===== src/rtl/vga_timing_gen.sv =====
`default_nettype none
// ============================================================================
// Module      : vga_timing_gen
// Description : Parameterised VGA raster timing generator; all outputs are
//               registered and decoded from the same next-counter values.
// Revision    : 1.0 - initial release
// ============================================================================
module vga_timing_gen #(
  parameter int H_ACTIVE = 640,
  parameter int H_FP     = 16,
  parameter int H_SYNC_W = 96,
  parameter int H_BP     = 48,
  parameter int V_ACTIVE = 480,
  parameter int V_FP     = 10,
  parameter int V_SYNC_W = 2,
  parameter int V_BP     = 33,
  parameter bit H_POL    = 1'b0,
  parameter bit V_POL    = 1'b0,
  parameter int CW       = 10
) (
  input  logic          clk,
  input  logic          rst,
  input  logic          ce,
  output logic          h_sync,
  output logic          v_sync,
  output logic          rgb_en,
  output logic [CW-1:0] x,
  output logic [CW-1:0] y,
  output logic          line_start,
  output logic          frame_start,
  output logic          v_blank
);

  localparam int H_TOTAL = H_ACTIVE + H_FP + H_SYNC_W + H_BP;
  localparam int V_TOTAL = V_ACTIVE + V_FP + V_SYNC_W + V_BP;

  localparam logic [CW-1:0] H_LAST   = CW'(H_TOTAL - 1);
  localparam logic [CW-1:0] V_LAST   = CW'(V_TOTAL - 1);
  localparam logic [CW-1:0] H_VIS    = CW'(H_ACTIVE);
  localparam logic [CW-1:0] V_VIS    = CW'(V_ACTIVE);
  localparam logic [CW-1:0] HS_FIRST = CW'(H_ACTIVE + H_FP);
  localparam logic [CW-1:0] HS_END   = CW'(H_ACTIVE + H_FP + H_SYNC_W);
  localparam logic [CW-1:0] VS_FIRST = CW'(V_ACTIVE + V_FP);
  localparam logic [CW-1:0] VS_END   = CW'(V_ACTIVE + V_FP + V_SYNC_W);

  logic [CW-1:0] w_x_nxt;
  logic [CW-1:0] w_y_nxt;

  // x/y are themselves the counters; the decode below looks at the values
  // being loaded so every output lines up with the coordinates it reports.
  always_comb begin
    w_x_nxt = x;
    w_y_nxt = y;
    if (ce) begin
      if (x == H_LAST) begin
        w_x_nxt = '0;
        w_y_nxt = (y == V_LAST) ? '0 : y + CW'(1);
      end else begin
        w_x_nxt = x + CW'(1);
      end
    end
  end

  always_ff @(posedge clk) begin
    if (rst) begin
      x           <= H_LAST;
      y           <= V_LAST;
      rgb_en      <= 1'b0;
      v_blank     <= 1'b1;
      h_sync      <= ~H_POL;
      v_sync      <= ~V_POL;
      line_start  <= 1'b0;
      frame_start <= 1'b0;
    end else begin
      x           <= w_x_nxt;
      y           <= w_y_nxt;
      rgb_en      <= (w_x_nxt < H_VIS) && (w_y_nxt < V_VIS);
      v_blank     <= (w_y_nxt >= V_VIS);
      h_sync      <= ((w_x_nxt >= HS_FIRST) && (w_x_nxt < HS_END)) ? H_POL : ~H_POL;
      v_sync      <= ((w_y_nxt >= VS_FIRST) && (w_y_nxt < VS_END)) ? V_POL : ~V_POL;
      // A pulse needs an actual step onto x=0, not merely holding there.
      line_start  <= ce && (w_x_nxt == '0);
      frame_start <= ce && (w_x_nxt == '0) && (w_y_nxt == '0);
    end
  end

endmodule
`default_nettype wire


===== config.mk =====
export PLATFORM = sky130hd
export DESIGN_NAME = vga_timing_gen
export DESIGN_NICKNAME = d
export VERILOG_FILES = /design/src/rtl/vga_timing_gen.sv
export SDC_FILE = /design/constraint.sdc
export NUM_CORES = 1
export LEC_CHECK = 0
export CAP_MARGIN = 20
export CORE_ASPECT_RATIO = 0.6
export CORE_MARGIN = 2
export CORE_UTILIZATION = 25
export CTS_BUF_LIST = sky130_fd_sc_hd__clkbuf_8
export DETAILED_ROUTE_END_ITERATION = 6
export MAX_ROUTING_LAYER = met4
export SLEW_MARGIN = 20
export SYNTH_ARGS = -nofsm -noshare
export SYNTH_HDL_FRONTEND = slang
export SYNTH_SLANG_ARGS = --single-unit

===== constraint.sdc =====
create_clock -name clk -period 5.9 [get_ports clk]
set_input_delay 1.18 -clock clk [delete_from_list [all_inputs] [get_ports clk]]
set_output_delay 1.18 -clock clk [all_outputs]
set_load 0.02 [all_outputs]

# Word level (Yosys, flattened, before mapping)
# Cells that the tools add are included.
# totals
n_memories,0
romBits,0
mem_bits_rw,0
regBits,26
output_inout_bits,26
inputBits,3
wordCells,33
latch_bits,0
# op_classes
n_mux,7
reduce_logical,7
div,0
n_bitwise,0
n_eq_ne,2
add_sub_neg,2
magnitude_cmp,7
multipliers,0
shift,0
# ops
operator,count
$mux W10,5
$add A10 B1 Y10 const B,2
$eq A10 B10 Y1 const B,2
$ge A10 B9 Y1 const B,2
$logic_not A10 Y1,2
$lt A10 B10 Y1 const B,2
$lt A10 B9 Y1 const B,2
$ge A10 B10 Y1 const B,1
$logic_and A1 B1 Y1,5
$mux W1,2

# Depth between registers and ports, before layout
# Gate-level depths: netlist of the first run.
# logic_depth
depth_word,7
mapped_depth,9
depth_no_buf,8

# Worst setup path before layout of the first run
# OpenSTA, ideal clock, no wires.
# synth_timing
kind,input-to-reg
from,input ce
to,register frame_start
n_path_buf,1
required_ps,5812
setup_ps,88
cell_stages,7
setup_slack_ps,3183
arrival_ps,2629
cell_sequence,buf_2 > nand4_1 > o31a_1 > o21ai_0 > o21a_1 > nand4_1 > nor4_2
# synth_via
elab_chain_cells,4
word_cells_on_any_way,6
classes_between,mux (2); reduce/logical (4)
# synth_rtl
element,line_no,source
start: declaration,23,"input logic ce,"
$mux W10,54,if (ce) begin
$logic_not A10 Y1,83,frame_start <= ce && (w_x_nxt == '0) && (w_y_nxt == '0);
$logic_and A1 B1 Y1,83,
$logic_and A1 B1 Y1 *,83,
end signal: assignment,83,
end: declaration,30,"output logic frame_start,"
# Every way passes the cells marked *; elsewhere a longest branch is shown, timed or not.
# A chain may end at the register's enable or synchronous reset.

# Worst setup path after layout of the first run
# layout_timing
from,input ce
to,register v_sync
# layout_via
elab_chain_cells,4
word_cells_on_any_way,5
classes_between,order compare (2); mux (2); reduce/logical (1)
# layout_rtl
element,line_no,source
$mux W10 *,54,
$ge A10 B9 Y1 / $lt A10 B9 Y1 (equally long branches),80,v_sync <= ((w_y_nxt >= VS_FIRST) && (w_y_nxt < VS_END)) ? V_POL : ~V_POL;
$logic_and A1 B1 Y1 *,80,
$mux W1 *,80,
end signal: assignment,71,v_sync <= ~V_POL;
end signal: assignment,80,
end: declaration,25,"output logic v_sync,"
# Marks and branches as above.

==> flow_results.org, run 1 <==
** Final layout
- From synthesis to final layout, the design area changed by 23.6%.
- Fraction of layout cells with a size suffix above 1 :: 9.13%
- Inserted Diodes :: 0
- In the final design database the tool counted 226 nets.
- Cells fill 32.5% of the core in the end.

** Logic synthesis
- Yosys attributes the largest share of cell area to dfxtp_1, a21oi_1, nor4b_4.
- Leading cell type by number of instances after synthesis :: dfxtp_1
- Synthesis inferred 26 register bits.
- Of the synthesized area, sequential elements account for 32.0%.
- The number of nets handed over by synthesis was 204.
- Summed over all instances, the cell type with the most area after synthesis is dfxtp_1.
- After synthesis, the mean cell area works out to 8.21 µm².
- Leading cell types by count after synthesis :: dfxtp_1, nand2_1, nor2_1, a21oi_1, nand4_1
- The most used flip-flop cell after synthesis is dfxtp_1.
- Number of warnings issued by yosys :: 0
- Post-synthesis instance total :: 198
- Number of enable-type register cells in the synthesized netlist :: 0
- The top cell type by area accounts for 32.0% of the synthesized area.
- Unique masters post-synth :: 52
- Ys async rst share :: 0%
- The mapped netlist covers 1630 µm².

** CTS
- After clock tree synthesis, the clock-pin slew on the worst setup and hold paths is 0.09 ns.
- Library cell used as clock root buffer :: clkbuf_8
- # H-tree levels :: 1
- Number of setup buffers added after CTS :: 0
- Buffers inserted to repair hold after CTS numbered 0.
- Max clock buf depth :: 2
- CTS buffer count :: 3
- For this design, the sink count on the clock tree is 26.
- Gates resized, CTS repair :: 0
- Clock Latency Late Sink :: 0.28 ns
- TritonCTS clock tree :: built

** Global route
- First-pass GRT wire length :: 7070 µm
- GR Overflow Total :: 0
- Entering global routing, the biggest net connects 16 pins.
- Number of antenna violations at the first check in global routing :: 0
- Number of global-route vias before repair :: 1,346
- For this run, the total global-route usage over all layers was measured as 13.2%.

** Setup path
- Standard cell with the maximum stage delay on the critical path :: nor4b_4
- Critical path startpoint category :: input port
- Setup slack of the worst register-to-register path :: 2.68 ns
- Arrival time reported for the critical path endpoint :: 3.83 ns
- Reg2reg start :: x[0]$_SDFF_PP1_
- Crit end category :: flip-flop
- Critical path type :: input port to flip-flop
- Along the worst path, the maximum fanout reaches 15.
- Required time worst endpoint :: 6.06 ns
- By instance count, the cell type seen most on the critical path is nor4b_4.
- Number of cells traversed by the worst register-to-register path :: 7
- End of the worst register-to-register path :: v_sync$_SDFF_PP1_
- The cell family contributing the most delay on the critical path is simple AND/OR/NAND/NOR gates.
- CP startpoint :: ce
- The critical path goes through clkdlybuf4s50_1 -> nand4_1 -> nor4b_4 -> nand3_1 -> xor2_1 -> nor4b_4 -> nand4b_1.
- The critical path crosses 7 cells after its start point.
- Together, buffers and inverters on the worst path number 1.
- The critical path ends at v_sync$_SDFF_PP1_.
- For this run, the slowest stage of the critical path takes 0.78 ns.

** STA
- Setup repair after global routing left no endpoint under its margin.
- The routed design could run at a clock period as short as 3.67 ns.
- After routing, the total negative slack on setup checks comes to 0 ns.
- Setup violations remaining at the end of the flow were counted as 0.
- The number of hold violations in the final report came to 0.
- Hold Slack :: 0.568 ns
- The final number of max-transition violations came to 0.
- Skew final :: 0.00221 ns
- Worst relative slew slack :: 43.8%
- In the finished design, the share of the clock period the worst path needs comes to 62.2%.
- Slew at the pin closest to its max-slew limit :: 0.839 ns
- Static timing analysis puts the maximum clock frequency at 272 MHz.

** Route
- Dividing the detail-routed via count by the number of cells gives 5.15.
- Metal2 WL :: 1610 µm
- After the first detailed-routing iteration, the DRC count stood at 140.
- After detailed routing, the number of remaining DRC violations is 0.
- Routed length per instance :: 15.0 µm
- The routed layout has 1,561 vias.
- Routed signal wires occupy layers up through met4.
- Total routed wire length on the met1 layer :: 2500 µm
- For this block, the routed nets add up to 4560 µm of wire.
- The count of nets left with antenna violations once routing finished came out at 0.
- First-pass iteration count of the detailed router :: 5
- Met3 WL :: 433 µm

** Power and ir drop
- Power density over cell area :: 300 nW/µm²
- In this run the power spent charging and discharging nets is 0.227 mW.
- VDD sags by at most 104 µV.
- Power comes to 0.604 mW.
- Combinational fraction of design power :: 37.5%
- Fraction of power spent switching nets :: 37.7%
- Relative contribution of the clock network to total power :: 25.1%
- Summed over all cells, the static leakage comes to 0.713 nW.
- Internal power comes to 0.377 mW.
- Share of total power in sequential cells :: 37.5%

** Floorplanning
- I/O pin count :: 29
- The die covers 7190 µm².
- Die height :: 66.5 µm
- Chip width :: 108 µm
- Effective utilization at floorplan :: 26.3%
- Standard-cell rows :: 22
- The region available for standard cell placement spans 6190 µm².

** Place
- Placer Congestion :: 0.944
- Number of port buffers :: 28
- Detailed placement finished with a half-perimeter wire length of 3470 µm.

** Outcome
- Status :: finished, final reports clean

** Min path
- In this run the worst hold path is classified as flip-flop to flip-flop.

** Job
- Reported max-cap violation count :: 0
state kept, by name, indices dropped and copies added, names as in the netlist:
register	count
v_sync	1
h_sync	1
rgb_en	1
v_blank	1
frame_start	1
x	10
line_start	1
y	10
power groups by stage:
stage	Clock (mW)	Combinational [mW]	Sequential, mW
floorplan	0	0.152	0.233
global placement	0	0.222	0.230
detailed placement	0	0.222	0.229
CTS	0.154	0.223	0.226
global route	0.162	0.244	0.231
finish	0.151	0.226	0.226
layout make-up:
cell class              instances  area [µm²]
fillers                       649        4180
well taps                      84         105
flip-flops and latches         26         520
multi-input cells             151         996
inverters                      10        37.5
clock inverters                 1        30.0
clock buffers                   3        41.3
repair buffers                 28         280
worst register-to-register path: stages (launching register included):
cell and delay [ns]:
dfxtp_1 0.55, ha_1 0.53, nand4_1 0.32, nor4b_4 0.78, nand3_1 0.19, xor2_1 0.23
nor4b_4 0.37, nand4b_1 0.13
kinds of logic (layout without fill, tap and decap cells):
logic type | count (synthesis) | in the layout | share of synthesized area (%)
adder cells (fa/ha/maj) | 3 | 3 | 2.31
buffers and inverters | 21 | 42 | 6.77
flip-flops | 26 | 26 | 32.0
XOR/XNOR | 9 | 9 | 4.85
AND/OR/NAND/NOR | 93 | 93 | 35.5
AO/OA/AOI/OAI | 46 | 46 | 18.6
metrics by stage:
stage	instance area, µm²	setup WS (ns)	cells
after detailed placement	1940	1.98	299
after floorplan	1630	3.18	198
after global routing	2010	2.06	303
after CTS	2010	2.28	303
final	2010	2.23	303
after global placement	1940	2.08	299
cell usage in the layout (no fill, tap or decap), drive strengths merged, types with 7 or more instances in the layout:
cell type and instances:
o21ai 9, a21oi 15, nor3 10, nand4 12, clkdlybuf4s50 28, inv 10
nand3 7, dfxtp 26, nand2 19, nor2 17
routing by layer:
layer	vias to the layer above	global-route usage, %
met5	-	-
met2	69	15.6
met3	4	3.91
met1	715	21.1
met4	0	2.08
li1	773	-
worst min path at each step:
stage,startpoint,end,slack [ns],depth (start not counted)
floorplan,y[4]$_SDFF_PP0_,y[4]$_SDFF_PP0_,0.59,2
global placement,y[4]$_SDFF_PP0_,y[4]$_SDFF_PP0_,0.56,2
detailed placement,y[4]$_SDFF_PP0_,y[4]$_SDFF_PP0_,0.56,2
CTS,y[4]$_SDFF_PP0_,y[4]$_SDFF_PP0_,0.58,2
global route,y[4]$_SDFF_PP0_,y[4]$_SDFF_PP0_,0.60,2
finish,y[4]$_SDFF_PP0_,y[4]$_SDFF_PP0_,0.57,2
No activity file was read; power rests on OpenSTA's default activity.
==> run 2: changes to the inputs <==
==> constraint.sdc (replaced) <==
create_clock -name clk -period 3.6 [get_ports clk]
set_input_delay 0.72 -clock clk [delete_from_list [all_inputs] [get_ports clk]]
set_output_delay 0.72 -clock clk [all_outputs]
set_load 0.02 [all_outputs]
==> run 2 against run 1 <==
Net effect: via count increased by 2.4%; non-clock buffer count increased by 5; sequential share of layout area decreased by 0.27 points; critical endpoint is now frame_start$_SDFF_PP0_; sequential power increased by 64%; clock-buffer cell count increased by 1; routed wire length increased by 4.3%.
==> flow_results.org, run 2 (synthesis gave the netlist of run 1 again) <==
** CTS
- Number of setup buffers added after CTS :: 0
- TritonCTS clock tree :: built
- # H-tree levels :: 1
- The clock reaches the later pin of the worst-skew pair after 0.28 ns.
- Clock-pin slew was measured on the worst setup and hold paths at 0.10 ns.
- CTS sink count :: 26
- CTS buffer count :: 3
- Max clock buf depth :: 2
- For this design, the CTS-stage hold fixing added 0 buffers.
- Library cell used as clock root buffer :: clkbuf_8
- Gates resized, CTS repair :: 0

** Final layout
- Largest registers :: x: 10 flops, y: 10 flops
- With fillers left out, the area of the finished cells amounts to 2030 µm².
- After the last flow step, the layout net total stands at 231.
- Number of cells in the finished layout apart from fillers :: 308
- The library cell used most frequently in the layout, excluding fill and tap cells, is clkdlybuf4s50_1.
- Most frequent cells in the layout :: clkdlybuf4s50_1, dfxtp_1, nand2_1, nor2_1, a21oi_1
- Area Overhead vs Synth :: 24.9%
- Inserted Diodes :: 0
- Fraction of layout cells with a size suffix above 1 :: 11.2%
- Post-layout util :: 32.8%

** Floorplanning
- The total area inside the core boundary comes to 6190 µm².
- Measured along the x axis, the die boundary spans 108 µm.
- The floorplan has 22 rows.
- Die height :: 66.5 µm
- Effective utilization at floorplan :: 26.3%
- Total Die Area :: 7190 µm²
- During I/O placement, the number of pins put on the boundary was 29.

** Global route
- Total GRT Usage :: 13.7%
- First-pass GRT wire length :: 7320 µm
- The number of antenna violations at the first check in global routing came to 0.
- GR Overflow Total :: 0
- Entering global routing, the biggest net connects 15 pins.
- The number of global-route vias before repair was 1,344.

** Min path
- The worst hold path terminates at y[4]$_SDFF_PP0_.
- Hold Path Cell Cnt :: 2
- Classification of the worst-slack hold path :: flip-flop to flip-flop
- In this run the most critical hold path is launched from y[4]$_SDFF_PP0_.

** STA
- Measured against its own limit, the worst slew margin works out to 64.7%.
- The number of hold violations in the final report was 0.
- The tightest hold path in the finished design has a slack of 0.588 ns.
- Setup TNS :: 0 ns
- Setup violations remaining at the end of the flow were counted as 0.
- Max-slew violation count :: 0
- For the pin with the worst max-slew slack, the measured transition is 0.526 ns.
- Once routing completed, OpenROAD measured the worst setup slack at 0.760 ns.
- The smallest clock period supported by the final layout is computed as 2.84 ns.
- On the final layout, the worst clock skew is 0.00660 ns.
- Setup repair after global routing left no endpoint under its margin.
- The worst path uses 78.9% of the clock period.
- Timing would allow up to 352 MHz.

** Route
- After detailed routing, the number of remaining DRC violations is 0.
- In the final routed layout, each cell accounts on average for 15.4 µm.
- For this block, the routed nets add up to 4760 µm of wire.
- Number of DRC markers after the initial detailed-route iteration :: 213
- Remaining antenna violation count after routing :: 0
- First-pass iteration count of the detailed router :: 5
- Detailed routing inserted a total of 1,598 vias.
- Using the TritonRoute via totals, the vias-per-cell ratio works out to 5.19.

** Setup path
- End of the worst register-to-register path :: frame_start$_SDFF_PP0_
- For the worst flop-to-flop path, the logic depth is 8.
- The worst setup path is of the input port to flip-flop kind.
- The worst setup path is captured at a flip-flop.
- The worst setup path is launched from an input port.
- Along the worst path, the maximum fanout reaches 9.
- The worst register-to-register path begins at x[0]$_SDFF_PP1_.
- Arrival time reported for the critical path endpoint :: 3.03 ns
- STA puts the critical path data required time at 3.79 ns.
- Setup slack of the worst register-to-register path :: 0.95 ns

** Power and ir drop
- The worst-case IR drop observed on VDD is 145 µV.
- Summed over all cells, the static leakage comes to 0.730 nW.
- Total power :: 0.945 mW
- Power density over cell area :: 465 nW/µm²

** Place
- During placement, the flow inserted port buffers numbering 28.
- Placer Congestion :: 0.976
- Timing analysis after detailed placement gives a worst setup slack of 0.514 ns.
- Summed over all nets, the half-perimeter wirelength after detailed placement is 3670 µm.
- Post-place instance area :: 1980 µm²
- The number of placed instances, taps included, is 304.

** Outcome
- Status :: finished, final reports clean

** Job
- Reported max-cap violation count :: 0
==> run 2: worst max-delay path, stage by stage <==
cell             delay, ns
clkdlybuf4s50_1       0.53
nand4_1               0.26
nor4b_4               0.54
buf_4                 0.26
a21o_2                0.15
a21o_2                0.12
o2111ai_2             0.14
nor4_2                0.30
==> run 2: final cells by class <==
class / instances / area (µm²)
well taps: 84 / 105
repair buffers: 33 / 318
flip-flops and latches: 26 / 520
clock buffers: 4 / 55.1
inverters: 10 / 37.5
fillers: 660 / 4160
multi-input cells: 151 / 996
==> run 2: power breakdown <==
group	internal, mW	switching, mW
Sequential	0.314	0.0567
Combinational	0.162	0.216
Clock	0.0980	0.0981
==> run 2: how the worst max path moves through the flow <==
stage | cells after the start | slack, ns | startpoint | endpoint
2_1_floorplan | 7 | 1.34 | x[1]$_SDFF_PP1_ | v_sync$_SDFF_PP1_
3_3_place_gp | 7 | 0.62 | ce | frame_start$_SDFF_PP0_
3_5_place_dp | 8 | 0.51 | ce | frame_start$_SDFF_PP0_
4_1_cts | 8 | 0.80 | ce | frame_start$_SDFF_PP0_
5_1_grt | 8 | 0.65 | ce | frame_start$_SDFF_PP0_
6_report | 8 | 0.76 | ce | frame_start$_SDFF_PP0_
==> run 2: metal layers <==
layer,global-route usage [%],vias up,share of wire (%)
met5,-,-,0
met4,1.76,0,0.25
met3,4.11,2,8.6
met2,15.3,63,36
met1,22.7,755,55
li1,-,778,-
